## src/rtl/trackball_pkg.sv

```systemverilog
// trackball_pkg: shared constants, types and helpers for the PS/2-to-trackball bridge.
package trackball_pkg;

  // Default accumulator width per axis (signed two's complement).
  localparam int ACC_W_DEF = 12;

  typedef logic signed [ACC_W_DEF-1:0] acc_t;

  // Field positions inside the hps_io ps2_mouse bus.
  localparam int PS2_TOG   = 24;
  localparam int PS2_DY_HI = 23;
  localparam int PS2_DY_LO = 16;
  localparam int PS2_DX_HI = 15;
  localparam int PS2_DX_LO = 8;
  localparam int PS2_YOVF  = 7;
  localparam int PS2_XOVF  = 6;
  localparam int PS2_YSGN  = 5;
  localparam int PS2_XSGN  = 4;

  // PS/2 movement is a 9-bit two's complement value {sign, mag}; an overflowed
  // axis contributes nothing, and flip mirrors the sign for cocktail cabinets.
  function automatic logic signed [8:0] ps2_delta9(input logic [7:0] mag,
                                                   input logic       sgn,
                                                   input logic       ovf,
                                                   input logic       flip);
    logic signed [8:0] d_s;
    if (ovf) begin
      d_s = 9'sd0;
    end else begin
      d_s = $signed({sgn ^ flip, mag});
    end
    return d_s;
  endfunction

  // acc + delta + step, clamped to the signed range of 'width' bits.
  // Done in 32 bits, which covers the ACC_W+2 headroom for any ACC_W <= 30.
  function automatic logic signed [31:0] sat_add(input logic signed [31:0] acc,
                                                 input logic signed [31:0] delta,
                                                 input logic signed [31:0] step,
                                                 input int unsigned        width);
    logic signed [31:0] sum_s;
    logic signed [31:0] max_s;
    logic signed [31:0] min_s;
    sum_s = acc + delta + step;
    max_s = (32'sd1 <<< (width - 32'd1)) - 32'sd1;
    min_s = -max_s - 32'sd1;
    if (sum_s > max_s) begin
      sum_s = max_s;
    end else if (sum_s < min_s) begin
      sum_s = min_s;
    end else begin
      sum_s = sum_s;
    end
    return sum_s;
  endfunction

endpackage

```

## src/rtl/trackball_axis.sv

```systemverilog
// trackball_axis: one axis of the bridge. Holds a saturating signed movement
// accumulator that is drained one count per step tick; every drained count
// sets the direction level and toggles the clock bit.
module trackball_axis
  import trackball_pkg::*;
#(
  parameter int ACC_W = ACC_W_DEF
) (
  input  logic               clk_sys,
  input  logic               reset_n,
  input  logic signed [ACC_W:0] delta,
  input  logic               pkt_event,
  input  logic               tick,
  input  logic               enable,
  output logic               dir,
  output logic               clk_bit,
  output logic               nonzero
);

  logic signed [ACC_W-1:0] acc_r;
  logic                    dir_r;
  logic                    clk_r;
  logic                    nonzero_r;

  logic signed [ACC_W-1:0] acc_next_s;
  logic                    dir_next_s;
  logic                    clk_next_s;
  logic signed [31:0]      delta_ext_s;
  logic signed [31:0]      step_s;

  // Next accumulator value: packet delta and drain step both land in the same cycle.
  always_comb begin
    acc_next_s  = acc_r;
    dir_next_s  = dir_r;
    clk_next_s  = clk_r;
    delta_ext_s = 32'sd0;
    step_s      = 32'sd0;
    if (!enable) begin
      acc_next_s = {ACC_W{1'b0}};
    end else begin
      if (tick && (acc_r != {ACC_W{1'b0}})) begin
        // Drain toward zero; dir reports which way the count was pending.
        step_s     = acc_r[ACC_W-1] ? 32'sd1 : -32'sd1;
        dir_next_s = ~acc_r[ACC_W-1];
        clk_next_s = ~clk_r;
      end else begin
        step_s = 32'sd0;
      end
      if (pkt_event) begin
        delta_ext_s = 32'(delta);
      end else begin
        delta_ext_s = 32'sd0;
      end
      acc_next_s = ACC_W'(sat_add(32'(acc_r), delta_ext_s, step_s, ACC_W));
    end
  end

  // Accumulator, direction/clock outputs and pending flag registers.
  always_ff @(posedge clk_sys) begin
    if (!reset_n) begin
      acc_r     <= {ACC_W{1'b0}};
      dir_r     <= 1'b0;
      clk_r     <= 1'b0;
      nonzero_r <= 1'b0;
    end else begin
      acc_r     <= acc_next_s;
      dir_r     <= dir_next_s;
      clk_r     <= clk_next_s;
      nonzero_r <= (acc_next_s != {ACC_W{1'b0}});
    end
  end

  assign dir     = dir_r;
  assign clk_bit = clk_r;
  assign nonzero = nonzero_r;

endmodule

```

## src/rtl/trackball_quad.sv

```systemverilog
// trackball_quad: converts hps_io PS/2 mouse packets into the 4-bit
// {x_dir, x_clk, y_dir, y_clk} trackball stream sampled by the game core.
module trackball_quad
  import trackball_pkg::*;
#(
  parameter int ACC_W    = ACC_W_DEF,
  parameter int STEP_DIV = 24
) (
  input  logic        clk_sys,
  input  logic        reset_n,
  input  logic [24:0] ps2_mouse,
  input  logic        flip,
  input  logic        enable,
  output logic [3:0]  trak_o,
  output logic        busy_o
);

  localparam int DW    = ACC_W + 1;
  localparam int DIV_W = (STEP_DIV > 2) ? $clog2(STEP_DIV) : 1;
  localparam logic [DIV_W-1:0] DIV_LAST = DIV_W'(STEP_DIV - 1);
  localparam logic [DIV_W-1:0] DIV_ONE  = DIV_W'(1);

  logic [DIV_W-1:0]    div_r;
  logic                old_tog_r;
  logic                armed_r;
  logic                tick_s;
  logic                event_s;
  logic signed [DW-1:0] dx_s;
  logic signed [DW-1:0] dy_s;
  logic                x_dir_s;
  logic                x_clk_s;
  logic                x_nz_s;
  logic                y_dir_s;
  logic                y_clk_s;
  logic                y_nz_s;
  logic                unused_bits_s;

  // Buttons and spare bits of the mouse bus are not part of the trackball stream.
  assign unused_bits_s = ^ps2_mouse[3:0];

  // Tick and packet-event decode. armed_r masks the first cycle after reset,
  // where old_tog_r has not yet caught up with the bus.
  always_comb begin
    tick_s  = (div_r == DIV_LAST);
    event_s = armed_r && enable && (ps2_mouse[PS2_TOG] != old_tog_r);
  end

  // Per-axis delta: 9-bit PS/2 value sign-extended to accumulator width + 1.
  always_comb begin
    dx_s = DW'(ps2_delta9(ps2_mouse[PS2_DX_HI:PS2_DX_LO], ps2_mouse[PS2_XSGN],
                          ps2_mouse[PS2_XOVF], flip));
    dy_s = DW'(ps2_delta9(ps2_mouse[PS2_DY_HI:PS2_DY_LO], ps2_mouse[PS2_YSGN],
                          ps2_mouse[PS2_YOVF], flip));
  end

  // Toggle tracking keeps following the bus even while disabled, so
  // re-enabling never replays a packet that arrived in the meantime.
  always_ff @(posedge clk_sys) begin
    if (!reset_n) begin
      old_tog_r <= 1'b0;
      armed_r   <= 1'b0;
    end else begin
      old_tog_r <= ps2_mouse[PS2_TOG];
      armed_r   <= 1'b1;
    end
  end

  // Free-running step divider shared by both axes; parked at 0 while disabled.
  always_ff @(posedge clk_sys) begin
    if (!reset_n) begin
      div_r <= {DIV_W{1'b0}};
    end else if (!enable || tick_s) begin
      div_r <= {DIV_W{1'b0}};
    end else begin
      div_r <= div_r + DIV_ONE;
    end
  end

  trackball_axis #(
    .ACC_W (ACC_W)
  ) u_axis_x (
    .clk_sys   (clk_sys),
    .reset_n   (reset_n),
    .delta     (dx_s),
    .pkt_event (event_s),
    .tick      (tick_s),
    .enable    (enable),
    .dir       (x_dir_s),
    .clk_bit   (x_clk_s),
    .nonzero   (x_nz_s)
  );

  trackball_axis #(
    .ACC_W (ACC_W)
  ) u_axis_y (
    .clk_sys   (clk_sys),
    .reset_n   (reset_n),
    .delta     (dy_s),
    .pkt_event (event_s),
    .tick      (tick_s),
    .enable    (enable),
    .dir       (y_dir_s),
    .clk_bit   (y_clk_s),
    .nonzero   (y_nz_s)
  );

  // All four stream bits and both pending flags come straight from axis registers.
  assign trak_o = {x_dir_s, x_clk_s, y_dir_s, y_clk_s};
  assign busy_o = x_nz_s | y_nz_s;

endmodule

```

## config.mk

```make
export PLATFORM = sky130hd
export DESIGN_NAME = trackball_quad
export DESIGN_NICKNAME = d
export VERILOG_FILES = /design/src/rtl/trackball_pkg.sv /design/src/rtl/trackball_axis.sv /design/src/rtl/trackball_quad.sv
export SDC_FILE = /design/constraint.sdc
export NUM_CORES = 1
export LEC_CHECK = 0
export CAP_MARGIN = 30
export CELL_PAD_IN_SITES_DETAIL_PLACEMENT = 1
export CELL_PAD_IN_SITES_GLOBAL_PLACEMENT = 1
export CORE_MARGIN = 1.5
export CORE_UTILIZATION = 40
export CTS_BUF_LIST = sky130_fd_sc_hd__clkbuf_4
export CTS_CLUSTER_SIZE = 20
export DETAILED_ROUTE_END_ITERATION = 10
export HOLD_SLACK_MARGIN = 0.03
export PLACE_DENSITY_LB_ADDON = 0.1
export SYNTH_ARGS = -nofsm -noshare
export SYNTH_HDL_FRONTEND = slang
export SYNTH_HIERARCHICAL = 1
export SYNTH_SLANG_ARGS = --single-unit
```

## constraint.sdc

```tcl
create_clock -name clk_sys -period 11.26 [get_ports clk_sys]
set_input_delay 2.252 -clock clk_sys [delete_from_list [all_inputs] [get_ports clk_sys]]
set_output_delay 2.252 -clock clk_sys [all_outputs]
set_load 0.02 [all_outputs]
```

== After elaboration in Yosys (flattened, before gate mapping) ==
Cells that the tools add are included.
W data, S select, Z words.
Storage, ports and cells
  register bits after elaboration: 37
  output and inout port bits: 5
Operators by class
  $add $sub $neg: 5
  magnitude comparators: 4
  equality and inequality tests: 2
  multiplexer cells: 19
  bitwise operators: 8
  reductions and logical operators: 13
Operators by type and width (count)
  $mux W32: 10
  $mux W12: 6
  $add A12 B32 Y32: 2
  $add A32 B32 Y32: 2
  $gt A32 B12 Y1 const B: 2
  $lt A32 B12 Y1 const B: 2
  $reduce_bool A12 Y1: 4
  $mux W9: 2
  $add A5 B1 Y5 const B: 1
  $eq A5 B5 Y1 const B: 1
  $not A1 Y1: 5
  $logic_and A1 B1 Y1: 4
  $reduce_and A2 Y1: 2
  $reduce_or A2 Y1: 1
  $xor A1 B1 Y1: 2
  $logic_not A1 Y1: 1
  $logic_or A1 B1 Y1: 1
  $mux W1: 1
  $ne A1 B1 Y1: 1
  $or A1 B1 Y1: 1

== Longest topological paths before layout ==
Gate-level depths: netlist of run 1.
  word-level depth: 11
  depth in mapped cells: 23
  gate-level depth less buffers: 23

== By module ==
The synthesis of run 1 kept the hierarchy.
Modules (own cells, without submodules)
  trackball_axis (u_axis_y): times used 1, cells each 219, area an instance 1846.8 sq um, sequential area each 300.3 sq um
  trackball_axis (u_axis_x): times used 1, cells each 206, area an instance 1692.9 sq um, sequential area each 300.3 sq um
  trackball_quad: times used 1, cells each 51, area an instance 426.7 sq um, sequential area each 140.1 sq um

== Worst setup path after synthesis of run 1 ==
Ideal clock, no wire load.
  kind: input-to-reg
  from: in ps2_mouse[24]
  to: reg u_axis_y.acc_r[0]
  setup time: 138 ps
  arrival: 6807 ps
  data required time: 11122 ps
  slack: 4315 ps
  cell stages on the path: 23
  buffers on the path: 1
  cell sequence: xor2_1 -> and3_1 -> clkbuf_1 -> nand2_1 -> fa_1 -> inv_1 -> ha_1 -> fa_1 -> a21oi_1 -> o211ai_1 -> a31oi_1 -> a21oi_1 -> o21ai_0 -> nand2b_1 -> a21o_1 -> fa_1 -> nor4b_1 -> nand2_1 -> or3_1 -> nor3_1 -> nor3_1 -> o21ai_2 -> o21ai_0
On the way
  cells in the longest elaborated chain, start to end: 10
  elaborated cells between the ends (all ways): 11
RTL lines
  start, declared: RTL line trackball_quad.sv:11  | input logic [24:0] ps2_mouse,
  $ne A1 B1 Y1 *: RTL line trackball_quad.sv:45  | event_s = armed_r && enable && (ps2_mouse[PS2_TOG] != old_tog_r);
  $logic_and A1 B1 Y1 *: RTL line trackball_quad.sv:45
  via event_s: RTL line trackball_quad.sv:27  | logic event_s;
  $mux W32 *: RTL line trackball_axis.sv:49  | if (pkt_event) begin
  $mux W32 *: RTL line trackball_axis.sv:38  | if (!enable) begin
  $add A12 B32 Y32 *: RTL line trackball_pkg.sv:44  | sum_s = acc + delta + step;
  $add A32 B32 Y32 *: RTL line trackball_pkg.sv:44
  $lt A32 B12 Y1: RTL line trackball_pkg.sv:49  | end else if (sum_s < min_s) begin
  $mux W12: RTL line trackball_pkg.sv:49
  $mux W12 *: RTL line trackball_pkg.sv:47  | if (sum_s > max_s) begin
  $mux W12 *: RTL line trackball_axis.sv:38
  end signal, assigned: RTL line trackball_axis.sv:61  | acc_r <= {ACC_W{1'b0}};
  end signal, assigned: RTL line trackball_axis.sv:66  | acc_r <= acc_next_s;
  end, declared: RTL line trackball_axis.sv:20  | logic signed [ACC_W-1:0] acc_r;
The timed path passes the listed nets; every way through them passes the cells marked *. The select of a mux whose other input is x is not followed.
A chain may end at the register's enable or synchronous reset.

== Worst setup path in the final report of run 1 ==
  from: in enable
  to: reg u_axis_y.acc_r[0]
On the way
  cells in the longest elaborated chain, start to end: 10
  elaborated cells between the ends (all ways): 11
RTL lines
  start, declared: RTL line trackball_quad.sv:13  | input logic enable,
  $logic_and A1 B1 Y1 * (2 in a row): RTL line trackball_quad.sv:45
  via event_s: RTL line trackball_quad.sv:27
  $mux W32 *: RTL line trackball_axis.sv:49
  $mux W32 *: RTL line trackball_axis.sv:38
  $add A12 B32 Y32 *: RTL line trackball_pkg.sv:44
  $add A32 B32 Y32 *: RTL line trackball_pkg.sv:44
  $lt A32 B12 Y1: RTL line trackball_pkg.sv:49
  $mux W12: RTL line trackball_pkg.sv:49
  $mux W12 *: RTL line trackball_pkg.sv:47
  $mux W12 *: RTL line trackball_axis.sv:38
Marks and branches as above.

==> results of run 1 <==
-- area by class of cell --
class                      instances  area, um2
inverter                          26       97.6
clock inverter                     1       3.75
tap                              133        166
multi-input combinational        392       3010
timing repair buffer              30        298
fill                            1215       5320
sequential                        37        741
clock buffer                       6       45.0
-- layer usage --
layer / wire length (um) / vias up / part of all wire (%) / GRT usage (%)
li1: - / 1720 / - / -
met1: 4630 / 1648 / 45 / 25.2
met2: 5210 / 37 / 51 / 37.8
met3: 153 / 15 / 1.5 / 2.10
met4: 242 / 0 / 2.4 / 5.90
met5: 0 / - / 0 / 0
-- cell usage after synthesis (all sizes together), types with 5 or more instances --
cell	n	area, um2
ha	39	488
dfxtp	37	741
a21oi	33	173
nand2	33	124
o21ai	31	163
nor2	30	118
and2	29	181
inv	26	97.6
fa	22	440
xor2	20	175
nor2b	16	100
a21o	15	113
nand3	13	65.1
nor3	13	70.1
buf	12	82.6
xnor2	12	105
nor4	11	83.8
clkbuf	9	33.8
a211oi	6	55.1
and3	5	31.3
nand2b	5	31.3
nand4	5	31.3
o211ai	5	42.5
or2	5	33.8
-- metrics by stage --
step | utilization, % | power, mW | setup WS, ps | hold slack (ps) | instance area (um2)
global route | 45.1 | 0.322 | 2480 | 495 | 4360
global placement | 44.5 | 0.234 | 2700 | 430 | 4310
detailed placement | 44.5 | 0.236 | 2520 | 442 | 4310
floorplan | - | 0.207 | 4320 | 417 | 3970
CTS | 45.1 | 0.305 | 2930 | 459 | 4360
finish | 45.1 | 0.301 | 2970 | 456 | 4360
-- power breakdown --
group | switching, mW | leakage (nW) | total (mW) | internal [mW]
clock network | 0.0434 | 0.0292 | 0.0685 | 0.0251
registers | 0.00599 | 0.301 | 0.144 | 0.138
logic | 0.0485 | 1.77 | 0.0888 | 0.0402
total | 0.0979 | 2.10 | 0.301 | 0.204
-- cells by family after synthesis --
group / count (synthesis)
flops: 37
fa+ha+maj: 61
simple gates: 178
xor+xnor: 32
buf+inv: 47
compound gates: 121
-- how the worst min path moves through the flow --
stage and endpoint:
2_1_floorplan div_r[0]$_SDFF_PP0_, 3_3_place_gp div_r[0]$_SDFF_PP0_, 3_5_place_dp div_r[0]$_SDFF_PP0_, 4_1_cts div_r[0]$_SDFF_PP0_, 5_1_grt div_r[4]$_SDFF_PP0_, 6_report div_r[0]$_SDFF_PP0_
==> results.toml, run 1 <==
[job]
cap_violations = 0

[setup_path]
rr_startpoint = "div_r[0]$_SDFF_PP0_"
critPathRequiredTime_ps = 11460
crit_cells = 22
crit_family = "simple AND/OR/NAND/NOR gates"
critPathLaunch = "enable"
reg2reg_slack_ps = 4730
r2r-end = "u_axis_y/acc_r[0]$_SDFF_PN0_"
max_stage_delay_ps = 820
crit_buf_inv = 2
cp_common_cell = "fa_1"
rr_worst_depth = 22
critPathLaunchType = "input pin"
cpMaxStageDelayCell = "and3_1"
endpoint = "u_axis_y/acc_r[0]$_SDFF_PN0_"
crit_arrival_ps = 8490
end_kind = "register"
crit_fanout = 26
crit_chain = "clkdlybuf4s50_1 > and3_1 > nand2_1 > fa_1 > inv_1 > ha_1 > fa_1 > a21oi_1 > o211ai_1 > a31oi_1 > a21oi_1 > o21ai_0 > nand2b_1 > a21o_1 > fa_1 > nor4b_1 > nand2_1 > or3_1 > nor3_1 > nor3_1 > o21ai_2 > o21ai_0"
path_class = "in2reg"

[finish]
layout_common_cells = "ha_1, dfxtp_1, nand2_1"
stdcell_count = 625
drive_gt1_share_pct = 6.10
area_growth_pct = 10.0
final_common_cell = "ha_1"
diodes = 0
final_nets = 582
reg_top3 = "u_axis_x/acc_r x12, u_axis_y/acc_r x12, div_r x5"

[yosys]
syn-cell-area_um2 = 3970
synth_compound_area_share_pct = 20.8
yosys.area_share.simple_pct = 24.7
yosysWarnings = 6
synth-seq-cells = 37
synth_top_family_by_area = "simple AND/OR/NAND/NOR gates"
synth_fa_ha_area_share_pct = 23.4
avgSynthCellArea_um2 = 8.33
synthXorXnorAreaFrac_pct = 7.07
synth_nets = 566
synth_cell_type_count = 63
ys_async_sr_fraction_pct = 0
synth_cells = 476
synth_ff_type = "dfxtp_1"
synthMuxAreaShare_pct = 0
yosysSeqAreaShare_pct = 18.7
synth_edf_count = 0

[placed_design]
port_buffers = 29
place_congestion = 0.814
place_inst = 618
hpwl_um = 8430

[floorplan]
rows = 36
die_area_um2 = 10500
initial_core_util_pct = 41.0
io_pins = 34
die_w_um = 103
die_h_um = 103
coreArea_um2 = 9680

[detailed_routing]
drt_first_pass_iters = 4
dr_total_vias = 3420
ant_nets = 0
vias_per_cell = 5.47
drtIter0Drc = 60
wirelength_um = 10200
drcViolationCount = 0
wl_per_cell_um = 16.4

[timing]
period_share_pct = 73.6
relSlewSlack_pct = 39.6
final_hold_viol_count = 0
finalSetupTns_ps = 0
fin_crit_ps = 8290
setup_violations = 0
fin_skew_ps = 8.07
worst-slew-pin-transition_ps = 907
rsz0062_at_grt = "false"
slew_violations = 0
fmax_mhz = 121

[clock_tree]
clk_path_buf_depth = 2
cts_buffers = 5
h-tree-depth = 2
clk_latency_ps = 340
cts_tree = "done"
clk_pin_slew_ps = 100
cts-root-buf = "clkbuf_4"
cts_setup_buffers = 0
cts_sinks = 37
postCtsHoldBufs = 0
ctsResizeCount = 0

[global_route]
grt_overflow = 0
grt_max_degree = 27
track_usage_pct = 20.5
grt_pass1_vias = 3543
grt_pass1_wl_um = 16900
grt_antenna_before_repair = 0

[hold_path]
min-delay-start = "div_r[0]$_SDFF_PP0_"
hold-path-cell-count = 1
hold_class = "reg2reg"

[power_and_ir_drop]
p_leak_nw = 2.10
ir_drop_mv = 0.0349
powerDensity_nw_per_um2 = 69.1

[run_status]
run_status = "finished, final reports clean"
Power figures use the tool's default switching activity.
==> inputs of run 2 (changes only) <==
Clock period 11.26 ns to 7.15 ns, I/O delays scaled along.
==> run 2 against run 1 <==
Net effect:
- via count increased by 1.2%
- global-route usage up 0.29 points
- design area rose by 2.6%
- critical path depth is the same
- critical path type unchanged
- sequential share of layout area down 0.42 points
- power up 61%
- clock-buffer cell count unchanged
- critical endpoint is now u_axis_y/nonzero$_SDFF_PN0_
- worst setup slack worse by 2500 ps
- clock skew is 1.2 ps higher
==> results.toml, run 2 (synthesis gave the netlist of run 1 again) <==
[setup_path]
rr_worst_depth = 22
end_kind = "register"
reg2reg_slack_ps = 980
crit_fanout = 11
critPathLaunchType = "input pin"
r2r-end = "u_axis_y/nonzero$_SDFF_PN0_"
crit_arrival_ps = 6930
rr_startpoint = "div_r[0]$_SDFF_PP0_"
critPathRequiredTime_ps = 7360
path_class = "in2reg"

[finish]
reg_top3 = "u_axis_x/acc_r x12, u_axis_y/acc_r x12, div_r x5"
final_nets = 596
drive_gt1_share_pct = 9.07
post-route-util_pct = 46.2
area_growth_pct = 12.8
layout_common_cells = "ha_1, dfxtp_1, nand2_1"
fin_area_um2 = 4470
final_common_cell = "ha_1"
diodes = 0

[power_and_ir_drop]
powerDensity_nw_per_um2 = 108
switchingPower_mw = 0.159
p_int_mw = 0.325
p_leak_nw = 2.17
p_clk_share_pct = 23.5
power_mw = 0.484
switching_share_pct = 32.8
ir_drop_mv = 0.0569
p_comb_share_pct = 29.5
p_seq_share_pct = 46.9

[hold_path]
holdPathEnd = "div_r[0]$_SDFF_PP0_"
hold_class = "reg2reg"
hold-path-cell-count = 1
min-delay-start = "div_r[0]$_SDFF_PP0_"

[timing]
hold_slack_ps = 472
fin_skew_ps = 9.31
setup_violations = 0
period_share_pct = 94.0
fin_crit_ps = 6720
slew_violations = 0
rsz0062_at_grt = "false"
fmax_mhz = 149
finalSetupTns_ps = 0
relSlewSlack_pct = 66.8
worst-slew-pin-transition_ps = 494
final_hold_viol_count = 0

[clock_tree]
cts_setup_buffers = 0
cts_buffers = 5
cts-root-buf = "clkbuf_4"
clk_latency_ps = 350
cts_sinks = 37
ctsResizeCount = 0
cts_tree = "done"
h-tree-depth = 2
postCtsHoldBufs = 0
clk_pin_slew_ps = 120
clk_path_buf_depth = 2

[placed_design]
place_congestion = 0.801
hpwl_um = 8650
placed_cell_area_um2 = 4420
port_buffers = 29

[floorplan]
die_h_um = 103
coreArea_um2 = 9680
initial_core_util_pct = 41.0
die_area_um2 = 10500
rows = 36
io_pins = 34
die_w_um = 103

[global_route]
grt_max_degree = 21
grt_overflow = 0
grt_pass1_wl_um = 17200
grt_antenna_before_repair = 0
track_usage_pct = 20.8
grt_pass1_vias = 3630

[detailed_routing]
drt_first_pass_iters = 4
wl_per_cell_um = 16.1
drtIter0Drc = 95
dr_total_vias = 3461
wirelength_um = 10300
drcViolationCount = 0
ant_nets = 0
vias_per_cell = 5.41

[job]
cap_violations = 0

[run_status]
run_status = "finished, final reports clean"
==> run 2: changes by cell type in the layout (fill, tap and decap cells not counted), sizes merged <==
cell	previous run	this run
buf	1	15
clkinv	1	2
==> run 2: metrics by stage <==
| stage | worst slack (ps) | instances |
|---|---|---|
| 2_1_floorplan | 1030 | 476 |
| 3_3_place_gp | 196 | 632 |
| 3_5_place_dp | 118 | 632 |
| 4_1_cts | 466 | 640 |
| 5_1_grt | 14.1 | 640 |
| 6_report | 432 | 640 |
==> run 2: how the worst max path moves through the flow <==
stage                  startpoint                           end  depth (start not counted)
floorplan           ps2_mouse[24]  u_axis_y/acc_r[0]$_SDFF_PN0_                         23
global placement    ps2_mouse[24]   u_axis_y/nonzero$_SDFF_PN0_                         22
detailed placement  ps2_mouse[24]   u_axis_y/nonzero$_SDFF_PN0_                         22
CTS                 ps2_mouse[24]   u_axis_y/nonzero$_SDFF_PN0_                         22
global route        ps2_mouse[24]  u_axis_y/acc_r[4]$_SDFF_PN0_                         23
finish              ps2_mouse[24]   u_axis_y/nonzero$_SDFF_PN0_                         22
==> run 2: area by class of cell <==
class                           count  area (um2)
Multi-Input combinational cell    392        3010
Fill cell                        1170        5210
Sequential cell                    37         741
Clock buffer                        6        45.0
Tap cell                          133         166
Clock inverter                      2        10.0
Timing Repair Buffer               44         403
Inverter                           26        97.6
==> run 2: worst max-delay path, stage by stage <==
cell and delay, ps:
clkdlybuf4s50_1 490, xor2_1 140, and3_1 260, buf_4 200, and2_1 150, fa_1 460, fa_1 470, a21oi_1 220
o211ai_1 210, a31oi_1 280, a21oi_1 130, o21ai_0 160, nand2b_1 110, a21o_1 200, fa_1 450, nor4b_1 330
nand2_1 160, or3_1 330, nor3_1 180, nor3_1 140, nor4_1 290, o22ai_1 160
==> run 2: layer usage <==
layer / share of wire [%] / vias up / GRT usage (%)
met3: 1.6 / 4 / 2.24
met1: 45 / 1683 / 25.8
met5: 0 / - / 0
li1: - / 1742 / -
met2: 53 / 32 / 39.6
met4: 0.43 / 0 / 2.63
==> run 2: power by group through the flow <==
stage	combinational (mW)	sequential (mW)	clock, mW
final	0.143	0.227	0.114
after global routing	0.161	0.229	0.127
after CTS	0.145	0.227	0.118
after detailed placement	0.143	0.232	0
after global placement	0.140	0.232	0
after floorplan	0.0977	0.229	0
==> RTL change 1, RTL diff (config.mk and constraints of run 2) <==
`STEP_DIV`: 24 -> 36.
--- a/src/rtl/trackball_quad.sv
+++ b/src/rtl/trackball_quad.sv
@@ -4,7 +4,7 @@
   import trackball_pkg::*;
 #(
   parameter int ACC_W    = ACC_W_DEF,
-  parameter int STEP_DIV = 24
+  parameter int STEP_DIV = 36
 ) (
   input  logic        clk_sys,
   input  logic        reset_n,
Check against the original RTL: same outputs for any inputs over 4 cycles, from zero or initial values and one cycle with reset_n low; that may be too few to reach the edited logic, so the function may still have changed.
==> RTL change 1 against run 2 <==
  * Non-clock buffer count shrank 1
  * Critical endpoint is now u_axis_x/acc_r[2]
  * Largest cell class unchanged
  * Largest power group unchanged
  * Sequential cell count grew 1
  * Worst setup slack lost 0.0085 ns
  * Design area grew 0.70%
  * Area after synthesis grew 0.98%
  * Routed wire length shrank 1.7%
  * Power shrank 0.82%
  * Hold slack gained 0.012 ns
  * Global-route usage shrank 0.79 points
==> RTL change 1: results (changes against run 2) <==
netlist_instances: 482  # +1.3%
first_global_vias: 3593  # -1.0%
hold_path.class: "flop to flop"
drc: 0  # unchanged
worst-path-max-fanout: 22  # +11
ys_types: 62  # -1.6%
finalNetCount: 601  # +0.84%
dpl_cell_area_sq_um: 4440  # +0.54%
drtAntennaViolNets: 0  # unchanged
fin_skew_ns: 0.0158  # +0.00651 ns
worstMarginPinSlew_ns: 0.511  # +0.0171 ns
vdd_ir_drop_max_v: 0.0000623  # +9.4%
dr.first_iter.drc_count: 60  # -37%
groute.usage.overall_pct: 20.0  # -0.79 points
io_buffers: 29  # unchanged
synth-compound-area-share_pct: 20.9  # +0.11 points
clockRootBuffer: "clkbuf_4"
dpl.hpwl_microns: 8490  # -1.8%
cts.path.max_buffers: 2  # unchanged
synth_seq_area_share_pct: 19.0  # +0.32 points
synth_common_cells: "39 x ha_1, 38 x dfxtp_1, 32 x nand2_1, 31 x a21oi_1, 31 x nor2_1"
via_count: 3491  # +0.87%
yosys_warnings: 6  # unchanged
postCtsSetupRepairBufs: 0  # unchanged
ctsResizeCount: 0  # unchanged
tns_ns: 0  # unchanged
diodes: 0  # unchanged
p_leak_nw: 2.17  # about the same
yosys-mux-area-fraction_pct: 0  # unchanged
critPathArrivalTime_ns: 6.95  # +0.02 ns
placedCellCount: 636  # +0.63%
cts_max_level: 2  # unchanged
gp_congestion: 0.847  # +5.7%
synth_fp_nets: 572  # +1.1%
async_reset_ff_share_pct: 0  # unchanged
switching_share_pct: 32.6  # -0.27 points
clk_latency_ns: 0.34
status: "finished clean"
drive_gt1_share_pct: 7.81  # -1.3 points
grt_pass1_wl_microns: 16800  # -2.3%
largestRegisters: "u_axis_x/acc_r: 12 flops, u_axis_y/acc_r: 12 flops, div_r: 6 flops"
synth-adder-area-share_pct: 23.2  # -0.23 points
firstDrtPassIters: 4  # unchanged
utilization_pct: 46.3  # +0.11 points
synth_flop_cell: "dfxtp_1"
yosys-top-cells-area: "dfxtp_1 19%, ha_1 12%, fa_1 11%"
antenna_found_initial: 0  # unchanged
synth-xor-area-share_pct: 7.22  # +0.15 points
pre_cts_slack_ns: 0.0289  # -0.0890 ns
cts_made_buffers: 5  # unchanged
grt_max_degree: 23  # +9.5%
drt-total-wl_microns: 10100  # -1.7%
viasPerCell: 5.41  # about the same
cts.reportedPaths.clkPinSlew_ns: 0.12  # about the same
## RTL change 1: final timing paths
path,startpoint,to,slack (ns),cells past startpoint
setup / recovery,ps2_mouse[24],u_axis_x/acc_r[2],0.42,20
hold / removal,div_r[0],div_r[0],0.48,1
setup reg to reg,div_r[0],u_axis_y/nonzero,1.02,23
hold reg to reg,div_r[0],div_r[0],0.48,1
## RTL change 1: power groups by stage
stage	sequential (mW)	combinational [mW]	clock (mW)
detailed placement	0.238	0.142	0
CTS	0.233	0.143	0.109
finish	0.233	0.142	0.106
global placement	0.237	0.139	0
global route	0.235	0.160	0.118
floorplan	0.235	0.0975	0
## RTL change 1: cell families after synthesis
family	count (synthesis)
and+or+nand+nor	180
adders and majority gates	61
DFF	38
AOI/OAI and AO/OA	123
buffers and inverters	47
xor gates and xnor gates	33
## RTL change 1: final cells by class
class | count | area [sq um]
Timing Repair Buffer | 43 | 395
Clock inverter | 3 | 11.3
Sequential cell | 38 | 761
Tap cell | 133 | 166
Clock buffer | 5 | 37.5
Multi-Input combinational cell | 397 | 3040
Inverter | 26 | 97.6
Fill cell | 1211 | 5220
## RTL change 1: critical path, cell delays in order
cell and delay [ns]:
clkdlybuf4s50_1 0.48, xor2_1 0.14, and3_1 0.27, buf_4 0.28, and2_1 0.18, ha_1 0.24
ha_1 0.25, fa_1 0.42, a211oi_2 0.27, o21bai_1 0.16, a2111o_1 0.49, a31oi_1 0.19
o21bai_1 0.12, a21o_1 0.21, fa_1 0.46, nor4b_1 0.40, nand3_1 0.17, a221oi_2 0.27
nand2b_1 0.39, a211oi_1 0.13
## RTL change 1: per-layer routing
metal  vias to the layer above  GRT usage (%)  wire length (microns)
met4                         0           2.49                     47
met5                         -              0                      0
met2                        32           36.7                   5130
met1                      1689           25.9                   4730
li1                       1765              -                      -
met3                         5           2.24                    213
==> RTL change 2, RTL diff (config.mk and constraints of run 2) <==
Made on the original files. Make the reset (`reset_n`) asynchronous in 3 clocked blocks.
--- a/src/rtl/trackball_axis.sv
+++ b/src/rtl/trackball_axis.sv
@@ -56,7 +56,7 @@
   end
 
   // Accumulator, direction/clock outputs and pending flag registers.
-  always_ff @(posedge clk_sys) begin
+  always_ff @(posedge clk_sys or negedge reset_n) begin
     if (!reset_n) begin
       acc_r     <= {ACC_W{1'b0}};
       dir_r     <= 1'b0;
--- a/src/rtl/trackball_quad.sv
+++ b/src/rtl/trackball_quad.sv
@@ -55,7 +55,7 @@
 
   // Toggle tracking keeps following the bus even while disabled, so
   // re-enabling never replays a packet that arrived in the meantime.
-  always_ff @(posedge clk_sys) begin
+  always_ff @(posedge clk_sys or negedge reset_n) begin
     if (!reset_n) begin
       old_tog_r <= 1'b0;
       armed_r   <= 1'b0;
@@ -66,7 +66,7 @@
   end
 
   // Free-running step divider shared by both axes; parked at 0 while disabled.
-  always_ff @(posedge clk_sys) begin
+  always_ff @(posedge clk_sys or negedge reset_n) begin
     if (!reset_n) begin
       div_r <= {DIV_W{1'b0}};
     end else if (!enable || tick_s) begin
Behaviour: differs if reset_n is asserted again (counterexample within 4 cycles, from zero or initial values and one cycle with reset_n low); with reset_n held inactive, the same outputs for 4 cycles.
==> RTL change 2 against run 2 <==
  * Design area shrank 1.3%
  * Hold slack gained 0.0069 ns
  * Register-to-register slack gained 0.20 ns
  * Worst setup slack gained 0.12 ns
  * Routed wire length shrank 7.5%
  * First-iteration DRC count shrank 38%
  * Count of clock-buffer cells in the layout is the same
  * Area after synthesis shrank 0.60%
  * Global-route usage shrank 0.98 points
  * Utilization shrank 0.58 points
  * Sequential share of layout area grew 4.4 points
  * Sequential cell count is the same
  * Largest cell class unchanged
Power is not compared: it rests on default switching activity, and its combinational part moved more than twofold at a synthesized area within 25%.
==> RTL change 2: results (changes against run 2) <==
status: "finished clean"
critPathArrivalTime_ns: 6.78  # -0.15 ns
gp_congestion: 0.766  # -4.4%
synth_common_cells: "39 x ha_1, 37 x dfrtp_1, 28 x nand2_1, 26 x and2_1, 25 x a21oi_1"
dpl.hpwl_microns: 8100  # -6.4%
dr.first_iter.drc_count: 59  # -38%
grt_max_degree: 38  # +81%
grtUsageMet1_pct: 24.9  # -0.84 points
slowest_stage: "clkdlybuf4s50_1"
clockRootBuffer: "clkbuf_4"
slew_headroom_pct: 37.2  # -30 points
grt_pass1_wl_microns: 16300  # -5.0%
yosys_warnings: 6  # unchanged
yosys-top-cells-area: "dfrtp_1 23%, ha_1 12%, fa_1 11%"
firstDrtPassIters: 4  # unchanged
cts_made_buffers: 5  # unchanged
synth_seq_area_share_pct: 23.5  # +4.8 points
fillers: 1134  # -3.1%
synth_fp_nets: 511  # -9.7%
crit_end: "u_axis_x/nonzero"
rr_endpoint: "u_axis_y/nonzero"
io_buffers: 29  # unchanged
grtUsageMet2_pct: 36.7  # -3.0 points
syn_area_per_cell_sq_um: 9.36  # +12%
ys_types: 66  # +4.8%
largestRegisters: "u_axis_x/acc_r: 12 flops, u_axis_y/acc_r: 12 flops, div_r: 5 flops"
fin_skew_ns: 0.00395  # -0.00536 ns
drive_gt1_share_pct: 8.22  # -0.85 points
reg2reg_from: "div_r[0]"
finalNetCount: 539  # -9.6%
first_global_vias: 3407  # -6.1%
max_stage_delay_ns: 0.49  # about the same
async_reset_ff_share_pct: 100  # +100 points
met3_usage_pct: 1.71  # -0.53 points
antenna_found_initial: 0  # unchanged
groute.usage.overall_pct: 19.8  # -0.98 points
wl_per_cell_microns: 16.3  # +1.6%
vdd_ir_drop_max_v: 0.000144
cts.path.max_buffers: 2  # unchanged
viasPerCell: 5.41  # about the same
rrSetupSlack_ns: 1.18  # +0.20 ns
worst-path-max-fanout: 18  # +7
hold_path.class: "flop to flop"
reg2reg_depth: 20  # -9.1%
postCtsSetupRepairBufs: 0  # unchanged
-- RTL change 2: changes by cell type after synthesis, sizes merged, moves of 4 or more --
cell,before,now
a21o,15,22
nor3,13,2
nor2,30,13
a21oi,33,27
dfxtp,37,0
nand2,33,28
clkbuf,9,5
dfrtp,0,37
inv,26,19
-- RTL change 2: worst min-delay path by stage --
stage,from,to,slack [ns],cells after the start
2_1_floorplan,u_axis_x/clk_bit,u_axis_x/clk_bit,0.45,1
3_3_place_gp,u_axis_y/clk_bit,u_axis_y/clk_bit,0.46,1
3_5_place_dp,u_axis_y/clk_bit,u_axis_y/clk_bit,0.47,1
4_1_cts,u_axis_y/clk_bit,u_axis_y/clk_bit,0.49,1
5_1_grt,u_axis_y/clk_bit,u_axis_y/clk_bit,0.51,1
6_report,u_axis_y/clk_bit,u_axis_y/clk_bit,0.48,1
-- RTL change 2: metal layers --
| metal | vias up | share of wire, % | wire [microns] |
|---|---|---|---|
| met3 | 8 | 1.6 | 149 |
| met4 | 0 | 0.96 | 91 |
| met2 | 26 | 52 | 4970 |
| met1 | 1565 | 45 | 4320 |
| met5 | - | 0 | 0 |
| li1 | 1556 | - | - |
-- RTL change 2: kinds of logic (layout without fill, tap and decap cells) --
group	count (synthesis)	in the layout	share of synthesized area, %
AO/OA/AOI/OAI	105	105	18.4
AND/OR/NAND/NOR	148	148	22.4
XOR/XNOR	33	33	7.33
multiplexers	3	3	0.920
buffers and inverters	33	62	3.75
flip-flops	37	37	23.5
other	1	1	0.0951
adder cells (fa/ha/maj)	61	61	23.5
-- RTL change 2: area by class of cell --
type	instances	share of cell area, %
timing repair buffer	35	7.48
multi-input combinational	351	64.9
clock inverter	2	0.227
inverter	19	1.61
tap	133	3.77
sequential	37	21.0
clock buffer	6	1.02
-- RTL change 2: power by group through the flow --
| stage | clock network [mW] | registers [mW] | logic [mW] |
|---|---|---|---|
| 4_1_cts | 0.117 | 0.318 | 0.553 |
| 6_report | 0.109 | 0.316 | 0.548 |
| 3_5_place_dp | 0 | 0.322 | 0.549 |
| 5_1_grt | 0.125 | 0.326 | 0.624 |
| 3_3_place_gp | 0 | 0.319 | 0.532 |
| 2_1_floorplan | 0 | 0.306 | 0.415 |
-- RTL change 2: through the flow --
step	utilization [%]	std cells	setup slack (ns)	area, sq um	hold slack (ns)
after global placement	45.1	575	0.210	4360	0.462
after floorplan	-	421	0.878	3940	0.448
after detailed placement	45.1	575	0.125	4360	0.469
final	45.6	583	0.552	4420	0.479
after global routing	45.6	583	0.0778	4420	0.511
after CTS	45.6	583	0.488	4420	0.490
